[config.mk]
export PLATFORM = sky130hd
export DESIGN_NAME = ma_stage_hs
export DESIGN_NICKNAME = d
export VERILOG_FILES = /design/src/rtl/ma_pkg.sv /design/src/rtl/ma_stage_hs_load_align.sv /design/src/rtl/ma_stage_hs.sv
export SDC_FILE = /design/constraint.sdc
export NUM_CORES = 1
export LEC_CHECK = 0
export CAP_MARGIN = 20
export CORE_ASPECT_RATIO = 0.6
export CORE_UTILIZATION = 48
export DETAILED_ROUTE_END_ITERATION = 10
export GPL_TIMING_DRIVEN = 0
export PLACE_DENSITY = 0.87
export SLEW_MARGIN = 0
export SYNTH_ARGS = -nofsm -noshare
export SYNTH_HDL_FRONTEND = slang
export SYNTH_HIERARCHICAL = 1
export SYNTH_SLANG_ARGS = --single-unit
[constraint.sdc]
create_clock -name clk -period 5.97 [get_ports clk]
set_input_delay 0.597 -clock clk [delete_from_list [all_inputs] [get_ports clk]]
set_output_delay 0.597 -clock clk [all_outputs]
set_load 0.01 [all_outputs]
[src/rtl/ma_pkg.sv]
// Shared encodings and helpers for the MA pipeline stage.
//   mem_size codes, din_sel codes, the default bubble instruction,
//   the MA access state enum and the byte-enable generator.
package ma_pkg;

    localparam logic [1:0] SZ_B = 2'd0;
    localparam logic [1:0] SZ_H = 2'd1;
    localparam logic [1:0] SZ_W = 2'd2;
    localparam logic [1:0] SZ_D = 2'd3;

    localparam logic [1:0] DIN_ALU  = 2'd0;
    localparam logic [1:0] DIN_LOAD = 2'd1;
    localparam logic [1:0] DIN_PC4  = 2'd2;
    localparam logic [1:0] DIN_RSVD = 2'd3;

    localparam logic [31:0] NOP_INST = 32'h0000_0013;

    typedef enum logic [1:0] {
        ST_IDLE   = 2'd0,
        ST_ACCESS = 2'd1,
        ST_DONE   = 2'd2
    } state_e;

    // Byte enables for an access of the given size at byte offset off.
    // Returned at the widest lane count; callers truncate to their bus width.
    function automatic logic [7:0] be_gen(input logic [1:0] size, input logic [2:0] off);
        logic [7:0] be;
        case (size)
            SZ_B:    be = 8'h01 << off;
            SZ_H:    be = 8'h03 << off;
            SZ_W:    be = 8'h0F << off;
            default: be = 8'hFF;
        endcase
        return be;
    endfunction

endpackage

[src/rtl/ma_stage_hs_load_align.sv]
// Load data aligner: shifts the addressed bytes down to bit 0, truncates to
// the access size and sign/zero-extends to XLEN. Purely combinational.
//   rdata_i : raw memory word      off_i  : byte offset within the word
//   size_i  : access size code     uns_i  : zero-extend when set
//   data_o  : aligned, extended load value
module load_align
    import ma_pkg::*;
#(
    parameter int unsigned XLEN = 32
) (
    input  logic [XLEN-1:0]           rdata_i,
    input  logic [$clog2(XLEN/8)-1:0] off_i,
    input  logic [1:0]                size_i,
    input  logic                      uns_i,
    output logic [XLEN-1:0]           data_o
);

    logic [XLEN-1:0] shifted;

    always_comb begin
        shifted = rdata_i >> {off_i, 3'b000};
        data_o  = shifted;
        case (size_i)
            SZ_B: begin
                if (uns_i) data_o = XLEN'(shifted[7:0]);
                else       data_o = XLEN'($signed(shifted[7:0]));
            end
            SZ_H: begin
                if (uns_i) data_o = XLEN'(shifted[15:0]);
                else       data_o = XLEN'($signed(shifted[15:0]));
            end
            SZ_W: begin
                if (uns_i) data_o = XLEN'(shifted[31:0]);
                else       data_o = XLEN'($signed(shifted[31:0]));
            end
            // Doubleword fills the whole datapath; extension mode is moot.
            default: data_o = shifted;
        endcase
    end

endmodule

[src/rtl/ma_stage_hs.sv]
// CowCat32 memory-access stage with a req/ack data-memory handshake.
// Launches aligned loads/stores, stalls upstream while an access is
// outstanding, aligns load data and registers din/inst/misalign into WB.
//   clk, rst            : clock, synchronous active-low reset
//   inst_ma..din_sel    : instruction and operands from EX
//   hold                : global freeze
//   dm_*                : data-memory request/response
//   stall_req, fwd_data : combinational stall and forwarding value
//   din, inst_wb, misalign_wb : registered WB payload
module ma_stage_hs #(
    parameter int unsigned XLEN     = 32,
    parameter logic [31:0] NOP_INST = ma_pkg::NOP_INST
) (
    input  logic                clk,
    input  logic                rst,
    input  logic [31:0]         inst_ma,
    input  logic [XLEN-1:0]     pc_ma,
    input  logic [XLEN-1:0]     alu_out,
    input  logic [XLEN-1:0]     d2_ma,
    input  logic                mem_rd,
    input  logic                mem_wr,
    input  logic [1:0]          mem_size,
    input  logic                mem_uns,
    input  logic [1:0]          din_sel,
    input  logic                hold,
    output logic                dm_req,
    output logic                dm_we,
    output logic [XLEN-1:0]     dm_addr,
    output logic [XLEN/8-1:0]   dm_be,
    output logic [XLEN-1:0]     dm_wdata,
    input  logic [XLEN-1:0]     dm_rdata,
    input  logic                dm_ack,
    output logic                stall_req,
    output logic [XLEN-1:0]     din,
    output logic [31:0]         inst_wb,
    output logic                misalign_wb,
    output logic [XLEN-1:0]     fwd_data
);
    import ma_pkg::*;

    localparam int unsigned BE_W  = XLEN / 8;
    localparam int unsigned OFF_W = $clog2(BE_W);

    state_e           state_q;
    logic [XLEN-1:0]  rbuf_q;
    logic [XLEN-1:0]  addr_q;
    logic [XLEN-1:0]  wdata_q;
    logic [BE_W-1:0]  be_q;
    logic             we_q;
    logic [OFF_W-1:0] off_q;
    logic [1:0]       size_q;
    logic             uns_q;
    logic [XLEN-1:0]  din_q;
    logic [31:0]      inst_wb_q;
    logic             misalign_q;

    logic [OFF_W-1:0] off;
    logic             mem_op;
    logic             mis;
    logic             go;
    logic             adv;
    logic [XLEN-1:0]  load_data;
    logic [XLEN-1:0]  din_d;

    assign off    = alu_out[OFF_W-1:0];
    assign mem_op = mem_rd | mem_wr;

    // Doublewords are never legal on a 32-bit datapath.
    assign mis = ((mem_size == SZ_H) && alu_out[0])
              || ((mem_size == SZ_W) && (alu_out[1:0] != 2'b00))
              || ((mem_size == SZ_D) && ((alu_out[2:0] != 3'b000) || (XLEN == 32)));

    assign go        = mem_op & ~mis;
    assign stall_req = ((state_q == ST_IDLE) && go) || (state_q == ST_ACCESS);
    assign adv       = ~hold & ~stall_req;

    // Align from the captured access attributes so DONE does not depend on EX.
    load_align #(.XLEN(XLEN)) u_load_align (
        .rdata_i (rbuf_q),
        .off_i   (off_q),
        .size_i  (size_q),
        .uns_i   (uns_q),
        .data_o  (load_data)
    );

    // Next WB data; load data is only valid in the DONE cycle.
    always_comb begin
        din_d = '0;
        case (din_sel)
            DIN_ALU:  din_d = alu_out;
            DIN_LOAD: din_d = (state_q == ST_DONE) ? load_data : '0;
            DIN_PC4:  din_d = pc_ma + XLEN'(4);
            default:  din_d = '0;
        endcase
    end

    assign fwd_data = din_d;

    // Access FSM; request attributes are latched at launch and held for the access.
    always_ff @(posedge clk) begin
        if (!rst) begin
            state_q <= ST_IDLE;
            rbuf_q  <= '0;
            addr_q  <= '0;
            wdata_q <= '0;
            be_q    <= '0;
            we_q    <= 1'b0;
            off_q   <= '0;
            size_q  <= SZ_B;
            uns_q   <= 1'b0;
        end else begin
            case (state_q)
                ST_IDLE: begin
                    if (go && !hold) begin
                        state_q <= ST_ACCESS;
                        addr_q  <= alu_out & ~XLEN'(BE_W - 1);
                        be_q    <= BE_W'(be_gen(mem_size, 3'(off)));
                        wdata_q <= d2_ma << {off, 3'b000};
                        we_q    <= mem_wr;
                        off_q   <= off;
                        size_q  <= mem_size;
                        uns_q   <= mem_uns;
                    end
                end
                ST_ACCESS: begin
                    if (dm_ack) begin
                        rbuf_q  <= dm_rdata;
                        state_q <= ST_DONE;
                    end
                end
                ST_DONE: begin
                    if (!hold) state_q <= ST_IDLE;
                end
                default: state_q <= ST_IDLE;
            endcase
        end
    end

    // WB registers: advance, bubble while stalling, freeze on hold.
    always_ff @(posedge clk) begin
        if (!rst) begin
            din_q      <= '0;
            inst_wb_q  <= NOP_INST;
            misalign_q <= 1'b0;
        end else if (adv) begin
            din_q      <= din_d;
            inst_wb_q  <= inst_ma;
            misalign_q <= mis & mem_op;
        end else if (!hold) begin
            din_q      <= '0;
            inst_wb_q  <= NOP_INST;
            misalign_q <= 1'b0;
        end
    end

    assign dm_req      = (state_q == ST_ACCESS);
    assign dm_we       = dm_req & we_q;
    assign dm_addr     = addr_q;
    assign dm_be       = be_q;
    assign dm_wdata    = wdata_q;
    assign din         = din_q;
    assign inst_wb     = inst_wb_q;
    assign misalign_wb = misalign_q;

endmodule

### After elaboration in Yosys (flattened, before gate mapping)

Cells that the tools add are included.

* register bits after elaboration: 171
* bits of input ports: 171
* output and inout port bits: 168
* logic and storage cells: 70

* $add $sub $neg: 1
* equality and inequality tests: 12
* shifts and indexed selects: 5
* mux-type cells: 16
* bitwise gates (word level): 8
* reduce and logical (&&, ||, !) cells: 16

Operators by type and width (number)
* 32-bit two-way mux: 7
* 32-bit one-hot mux with 3 select lines: 1
* 32-bit one-hot mux with 2 select lines: 1
* 32-bit by 3-bit adder with 32-bit output, second input constant: 1
* 32-bit by 5-bit left shift with 32-bit output: 1
* 32-bit by 5-bit >> shifter with 32-bit output: 1
* 4-bit one-hot mux with 3 select lines: 1
* 2-bit by 1-bit == test with 1-bit output, second input constant: 4
* 2-bit == test, second input constant: 4
* 2-bit zero test: 4
* 2-bit two-way mux: 3
* 2-bit by 1-bit != test with 1-bit output, second input constant: 3
* 2-bit one-hot mux with 3 select lines: 1
* 1-bit AND: 4
* 1-bit logical AND: 4
* 2-bit AND reduction: 2
* 1-bit by 2-bit left shift with 4-bit output, first input constant: 1
* 2-bit by 2-bit left shift with 4-bit output, first input constant: 1
* 4-bit by 2-bit left shift with 4-bit output, first input constant: 1
* 1-bit logical OR: 3
* 1-bit NOT: 3
* 3-bit AND reduction: 1
* 1-bit two-way mux: 2
* 2-bit != test, second input constant: 1
* 3 further kinds: 3

### Longest topological paths before layout

Gate-level depths: netlist of the first run.

* depth in word-level cells: 11
* gate-level depth with buffers: 10

### By module

Netlist of the first run, hierarchy kept.

Modules (own cells, without submodules)
* ma_stage_hs: times used 1, cells each 908, area an instance 7893.8 sq um
* load_align: times used 1, cells each 103, area an instance 768.2 sq um

### Least setup slack after synthesis of the first run

No wires, ideal clock.

* path kind: input port to output port
* start point: in pc_ma[14]
* end point: out fwd_data[25]
* data arrival time: 1.838 ns
* data required time: 5.373 ns
* setup slack: 3.535 ns
* cell stages on the path: 6
* buffers on the path: 0
* cell sequence: nand2_1 -> or3_4 -> nor2_2 -> nand3_1 -> xor2_1 -> o21ai_0

* cells in the longest elaborated chain, start to end: 2

Ends and longest elaborated chain
* start, declared: line ma_stage_hs.sv:17 `input logic [XLEN-1:0] pc_ma,`
* 32-bit by 3-bit adder with 32-bit output: line ma_stage_hs.sv:92 `DIN_PC4: din_d = pc_ma + XLEN'(4);`
* 32-bit one-hot mux with 3 select lines: line ma_stage_hs.sv:89 `case (din_sel)`
* end, declared: line ma_stage_hs.sv:37 `output logic [XLEN-1:0] fwd_data`

No other way between the ends.

### Worst setup path in the final report of the first run

* start point: in pc_ma[3]
* end point: out fwd_data[18]

The elaborated chain is that of the path after synthesis.

==> reports/qor.yml, run 1 <==
post-cts-setup-buffers: 0
drt-pass1-iter-count: 5
avgSynthCellArea_um2: 8.57
yosysSeqAreaShare: 0.395
max_freq_mhz: 245
io-pin-count: 339
cts_made_buffers: 17
dr_total_vias: 9514
finalCritPeriodShare: 0.684
drive_gt1_frac: 0.0798
gp_congestion: 0.978
synth_edf_count: 0
syn_to_final_growth_pct: 49.0
grt_max_degree: 17
syn_area_um2: 8660
async_flop_share: 0
nets: 1540
gr-total-overflow: 0
routed_wl_um: 35600
cts.reportedPaths.clkPinSlew_ps: 70
crit_path_end: "fwd_data[18]"
ys.flop_type: "dfxtp_1"
cp.arrival_ps: 3490
drt.antenna.violating_nets: 0
syn_inst: 1011
drt_first_iter_violations: 967
grt_util_all_layers: 0.371
dieArea_um2: 18600
grt_pass1_vias: 9017
slew_violations: 0
critical_path.slowest_cell: "clkdlybuf4s50_1"
worst_slack_ps: 1880
cts_resized: 0
hpwl_um: 28300
synth_warnings: 6
worstPathCellList: "clkdlybuf4s50_1 > ha_1 > nand4_1 > nor4_2 > nand2_1 > xor2_1 > o22ai_1 > clkdlybuf4s50_1"
final_hold_viol_count: 0
via_per_inst: 5.90
status: "complete, no violations"
tightestPinTransition_ps: 789
ys_seq_elements: 171
p_per_area_nw_per_um2: 236
grt_pass1_wl_um: 52300
cap_violations: 0
cts_root_buffer: "clkbuf_16"
io_buffers: 334
r2r-end: "din[0]$_SDFFE_PN0P_"
cp.required_ps: 5370
cp_max_fo: 6
fp-row-count: 37
skew_ps: 12.3
h-tree-depth: 4
setup.worst_path.class: "in -> out"
drc: 0
p_leak_nw: 4.63
crit_path_end_kind: "output pin"
ir_drop_uv: 189
rrSetupSlack_ps: 3580
wl_per_cell_um: 22.1
dpl_worst_slack_ps: 2000
crit_top_cell: "clkdlybuf4s50_1"
die_x_um: 175
rsz0062_at_grt: "no"
antenna_found_initial: 2
period_minus_slack_ps: 4090
clk_latency_ps: 430
cpPeakStageDelay_ps: 610
clockBufferDepth: 2
die_h_um: 106
start_util: 0.498
r2r-start: "state_q[1]$_SDFFE_PN0P_"
tns_ps: 0
hold_buffers: 0
setup_viol: 0
slew_headroom: 0.471
ff2ff_path_depth: 8
critPathLaunch: "pc_ma[3]"
clock-sinks: 171
core_um2: 17400
yosysUniqueCellTypes: 67
cts_tree: "built"
hp-class: "reg -> reg"
start_kind: "input port"
sequential cells by signal, indices dropped and copies added (netlist names):
signal,count
din,32
dm_wdata,32
inst_wb,32
rbuf_q,32
dm_addr,30
dm_be,4
off_q,2
size_q,2
state_q,2
misalign_wb,1
uns_q,1
we_q,1
how the worst min path moves through the flow:
stage,from,to,slack (ps),cells after the start
after detailed placement,dm_wdata[2]$_SDFFE_PN0P_,dm_wdata[2]$_SDFFE_PN0P_,450,2
after global routing,dm_wdata[5]$_SDFFE_PN0P_,dm_wdata[5]$_SDFFE_PN0P_,480,2
after floorplan,we_q$_SDFFE_PN0P_,we_q$_SDFFE_PN0P_,440,2
after global placement,dm_wdata[4]$_SDFFE_PN0P_,dm_wdata[4]$_SDFFE_PN0P_,440,2
after CTS,dm_wdata[2]$_SDFFE_PN0P_,dm_wdata[2]$_SDFFE_PN0P_,460,2
final,dm_addr[26]$_SDFFE_PN0P_,dm_addr[26]$_SDFFE_PN0P_,460,2
power breakdown:
| group | total (mW) | leakage [nW] | switching (mW) | internal [mW] |
|---|---|---|---|---|
| Sequential | 1.23 | 1.39 | 0.0371 | 1.19 |
| Clock | 1.16 | 0.289 | 0.523 | 0.641 |
| Combinational | 0.648 | 2.95 | 0.328 | 0.320 |
| Total | 3.04 | 4.63 | 0.888 | 2.15 |
Yosys cell counts, types with 3 or more instances:
| cell type | count | area [µm²] |
|---|---|---|
| nor3_1 | 13 | 65.1 |
| o221ai_1 | 3 | 26.3 |
| nor2b_1 | 54 | 338 |
| o22a_1 | 3 | 26.3 |
| o2bb2ai_1 | 9 | 78.8 |
| a21boi_1 | 35 | 263 |
| nor3_2 | 6 | 60.1 |
| ha_1 | 4 | 50.1 |
| xnor2_1 | 11 | 96.3 |
| o21ai_0 | 19 | 95.1 |
| inv_1 | 6 | 22.5 |
| a31oi_1 | 10 | 62.6 |
| buf_2 | 26 | 130 |
| o22ai_1 | 20 | 125 |
| and2_1 | 5 | 31.3 |
| or2_2 | 12 | 75.1 |
| nand4_1 | 6 | 37.5 |
| dfxtp_1 | 171 | 3420 |
| a22o_1 | 57 | 499 |
| xor2_1 | 12 | 105 |
| nand2_1 | 188 | 706 |
| clkbuf_1 | 44 | 165 |
| buf_1 | 7 | 26.3 |
| nand3_1 | 25 | 125 |
| a21oi_1 | 60 | 300 |
| a211oi_2 | 8 | 100 |
| buf_6 | 4 | 45.0 |
| mux2i_1 | 36 | 360 |
| nand2b_1 | 9 | 56.3 |
| a211oi_1 | 16 | 120 |
| a21boi_0 | 41 | 308 |
| a21o_1 | 3 | 22.5 |
| o211ai_1 | 10 | 75.1 |
| buf_4 | 4 | 30.0 |
| or3_1 | 3 | 18.8 |
| o21ai_1 | 4 | 20.0 |
| o211a_1 | 8 | 80.1 |
| nor2_1 | 18 | 67.6 |
| nor3b_1 | 3 | 22.5 |
layout make-up:
class | instances | area (µm²)
multi-input cells | 750 | 4820
fillers | 1321 | 4500
flip-flops and latches | 171 | 3420
repair buffers | 334 | 3340
clock buffers | 19 | 443
plain buffers | 85 | 397
well taps | 234 | 293
clock inverters | 13 | 155
inverters | 6 | 22.5
diodes | 1 | 2.50
cells by family after synthesis:
kind of cell | synth area share
fa+ha+maj | 0.00578
compound gates | 0.274
flops | 0.395
simple gates | 0.206
buf+inv | 0.0484
other cells | 0.000433
xor+xnor | 0.0233
mux | 0.0464
stage by stage:
stage	area (µm²)	std cells	utilization	total power, mW	hold WS, ps
2_1_floorplan	8670	1012	-	1.53	439
3_3_place_gp	12300	1580	0.707	1.87	438
3_5_place_dp	12300	1580	0.707	1.88	446
4_1_cts	12900	1612	0.741	3.04	459
5_1_grt	12900	1613	0.741	3.14	477
6_report	12900	1613	0.741	3.04	457
cell usage in the layout (no fill, tap or decap), types with 11 or more instances in the layout:
cell type,instances
clkdlybuf4s50_1,334
nand2_1,188
dfxtp_1,171
a21oi_1,60
a22o_1,57
nor2b_1,54
clkbuf_1,45
a21boi_0,41
mux2i_1,36
a21boi_1,35
buf_2,26
nand3_1,25
o22ai_1,20
o21ai_0,19
nor2_1,18
clkbuf_16,17
a211oi_1,16
nor3_1,13
xor2_1,12
or2_2,12
xnor2_1,11
critical path: cells and delay by family:
kind            cells  cell delay, ps
simple gates        3            1100
compound gates      1             230
xor+xnor            1             170
fa+ha+maj           1             250
buf+inv             2            1140
layer usage:
layer	vias to the layer above	routed length, µm	global-route usage
met2	601	14700	0.536
li1	4306	-	-
met5	-	11	0
met3	70	4520	0.137
met1	4535	15500	0.511
met4	2	867	0.111
Power figures use the tool's default switching activity.
==> run 2: changes to the inputs <==
- CORE_UTILIZATION: 48 -> 44
- PLACE_DENSITY: 0.87 -> 0.81
- clock period: 5.97 -> 3.85 ns (I/O delays scaled with it)
==> reports/qor.yml, run 2 (same netlist as run 1, synthesis figures left out) <==
hold_slack_ps: 452  # -4.92 ps
p_leak_nw: 4.61  # -0.31%
start_util: 0.453  # -0.0448
drt_first_iter_violations: 993  # +2.7%
status: "complete, no violations"
dpl_worst_slack_ps: 369  # -1640 ps
finalCritPeriodShare: 0.940
hold_buffers: 0  # unchanged
rrSetupSlack_ps: 1590  # -1990 ps
grt_max_degree: 17  # unchanged
fin_area_um2: 12900  # unchanged
slew_headroom: 0.398  # -0.0722
gp_congestion: 1.04  # +6.4%
dr_total_vias: 9288  # -2.4%
hpwl_um: 28000  # -0.81%
drive_gt1_frac: 0.0769  # -0.00290
gr-total-overflow: 0  # unchanged
grt_pass1_wl_um: 52500  # +0.26%
period_minus_slack_ps: 3620
skew_ps: 8.60  # -3.71 ps
nets: 1540  # unchanged
place_area_um2: 12300  # +0.33%
setup.worst_path.class: "in -> out"
dieArea_um2: 20300  # +8.9%
fp-row-count: 39  # +5.4%
final_cells: 1644  # +1.9%
p_sw_frac: 0.280  # -0.0116
core_um2: 19100  # +9.9%
drt-pass1-iter-count: 5  # unchanged
drc: 0  # unchanged
p_per_area_nw_per_um2: 356  # +51%
h-tree-depth: 4  # unchanged
cts_resized: 0  # unchanged
cts_tree: "built"
layout_commonest_cell: "clkdlybuf4s50_1"
pwr-share-comb: 0.219  # +0.006
tns_ps: 0  # unchanged
slew_violations: 0  # unchanged
crit_path_end_kind: "output pin"
cp_max_fo: 6  # unchanged
cp.required_ps: 3460  # -1910 ps
worst_slack_ps: 232  # -1650 ps
antenna_found_initial: 0  # -2
rsz0062_at_grt: "no"
clk_latency_ps: 440  # about the same
cts.reportedPaths.clkPinSlew_ps: 60  # about the same
start_kind: "input port"
syn_to_final_growth_pct: 49.0  # unchanged
io_buffers: 334  # unchanged
via_per_inst: 5.65  # -4.2%
die_h_um: 111  # +4.4%
cap_violations: 0  # unchanged
clock-sinks: 171  # unchanged
final_cell_mix: "clkdlybuf4s50_1, nand2_1, dfxtp_1, a21oi_1, a22o_1"
final_hold_viol_count: 0  # unchanged
routed_wl_um: 35500  # -0.22%
setup_viol: 0  # unchanged
post-cts-setup-buffers: 0  # unchanged
hp-class: "reg -> reg"
fin_util: 0.675  # -0.0667
dp_cells: 1612  # +2.0%
switching_power_mw: 1.29  # +45%
cts_root_buffer: "clkbuf_16"
grt_pass1_vias: 8776  # -2.7%
io-pin-count: 339  # unchanged
drt.antenna.violating_nets: 0  # unchanged
ir_drop_uv: 329  # +74%
grt_util_all_layers: 0.344  # -0.0264
internal_power_mw: 3.31  # +53%
cp.arrival_ps: 3230  # -260 ps
tightestPinTransition_ps: 896  # +108 ps
pwr-share-seq: 0.415  # +0.011
clock_power_share: 0.366  # -0.017
cts_made_buffers: 17  # unchanged
die_x_um: 183  # +4.4%
clockBufferDepth: 2  # unchanged
wl_per_cell_um: 21.6  # -2.1%
total_power_mw: 4.59  # +51%
antennaDiodeCount: 0  # -1
max_freq_mhz: 276
run 2: final cells by class:
cell class	count	area, µm²
fill	1606	6230
multi-input combinational	750	4820
sequential	171	3420
timing repair buffer	334	3340
clock buffer	26	499
buffer	85	397
tap	266	333
clock inverter	6	61.3
inverter	6	22.5
run 2: path summary, 6_finish.rpt:
check                                start                       end  depth (start not counted)
setup / recovery                  pc_ma[2]              fwd_data[26]                          8
hold / removal    dm_addr[13]$_SDFFE_PN0P_  dm_addr[13]$_SDFFE_PN0P_                          2
setup reg to reg     off_q[1]$_SDFFE_PN0P_      din[15]$_SDFFE_PN0P_                          7
hold reg to reg   dm_addr[13]$_SDFFE_PN0P_  dm_addr[13]$_SDFFE_PN0P_                          2
run 2: worst max-delay path, stage by stage:
cell	delay, ps
clkdlybuf4s50_1	520
ha_1	250
nand4_1	300
nor4_2	550
nand4_1	190
xor2_1	180
o22ai_1	250
clkdlybuf4s50_1	600
run 2: layer usage:
layer	vias up	wire [µm]	track usage
met5	-	0	0
met4	0	660	0.0878
met3	53	4060	0.109
met2	525	14700	0.497
met1	4403	16000	0.492
li1	4307	-	-
run 2: power groups by stage:
stage / sequential [mW] / clock [mW] / combinational [mW]
detailed placement: 1.94 / 0 / 0.981
global route: 1.91 / 1.76 / 1.06
global placement: 1.94 / 0 / 0.972
CTS: 1.91 / 1.68 / 0.988
finish: 1.91 / 1.68 / 1.00
floorplan: 1.96 / 0 / 0.408
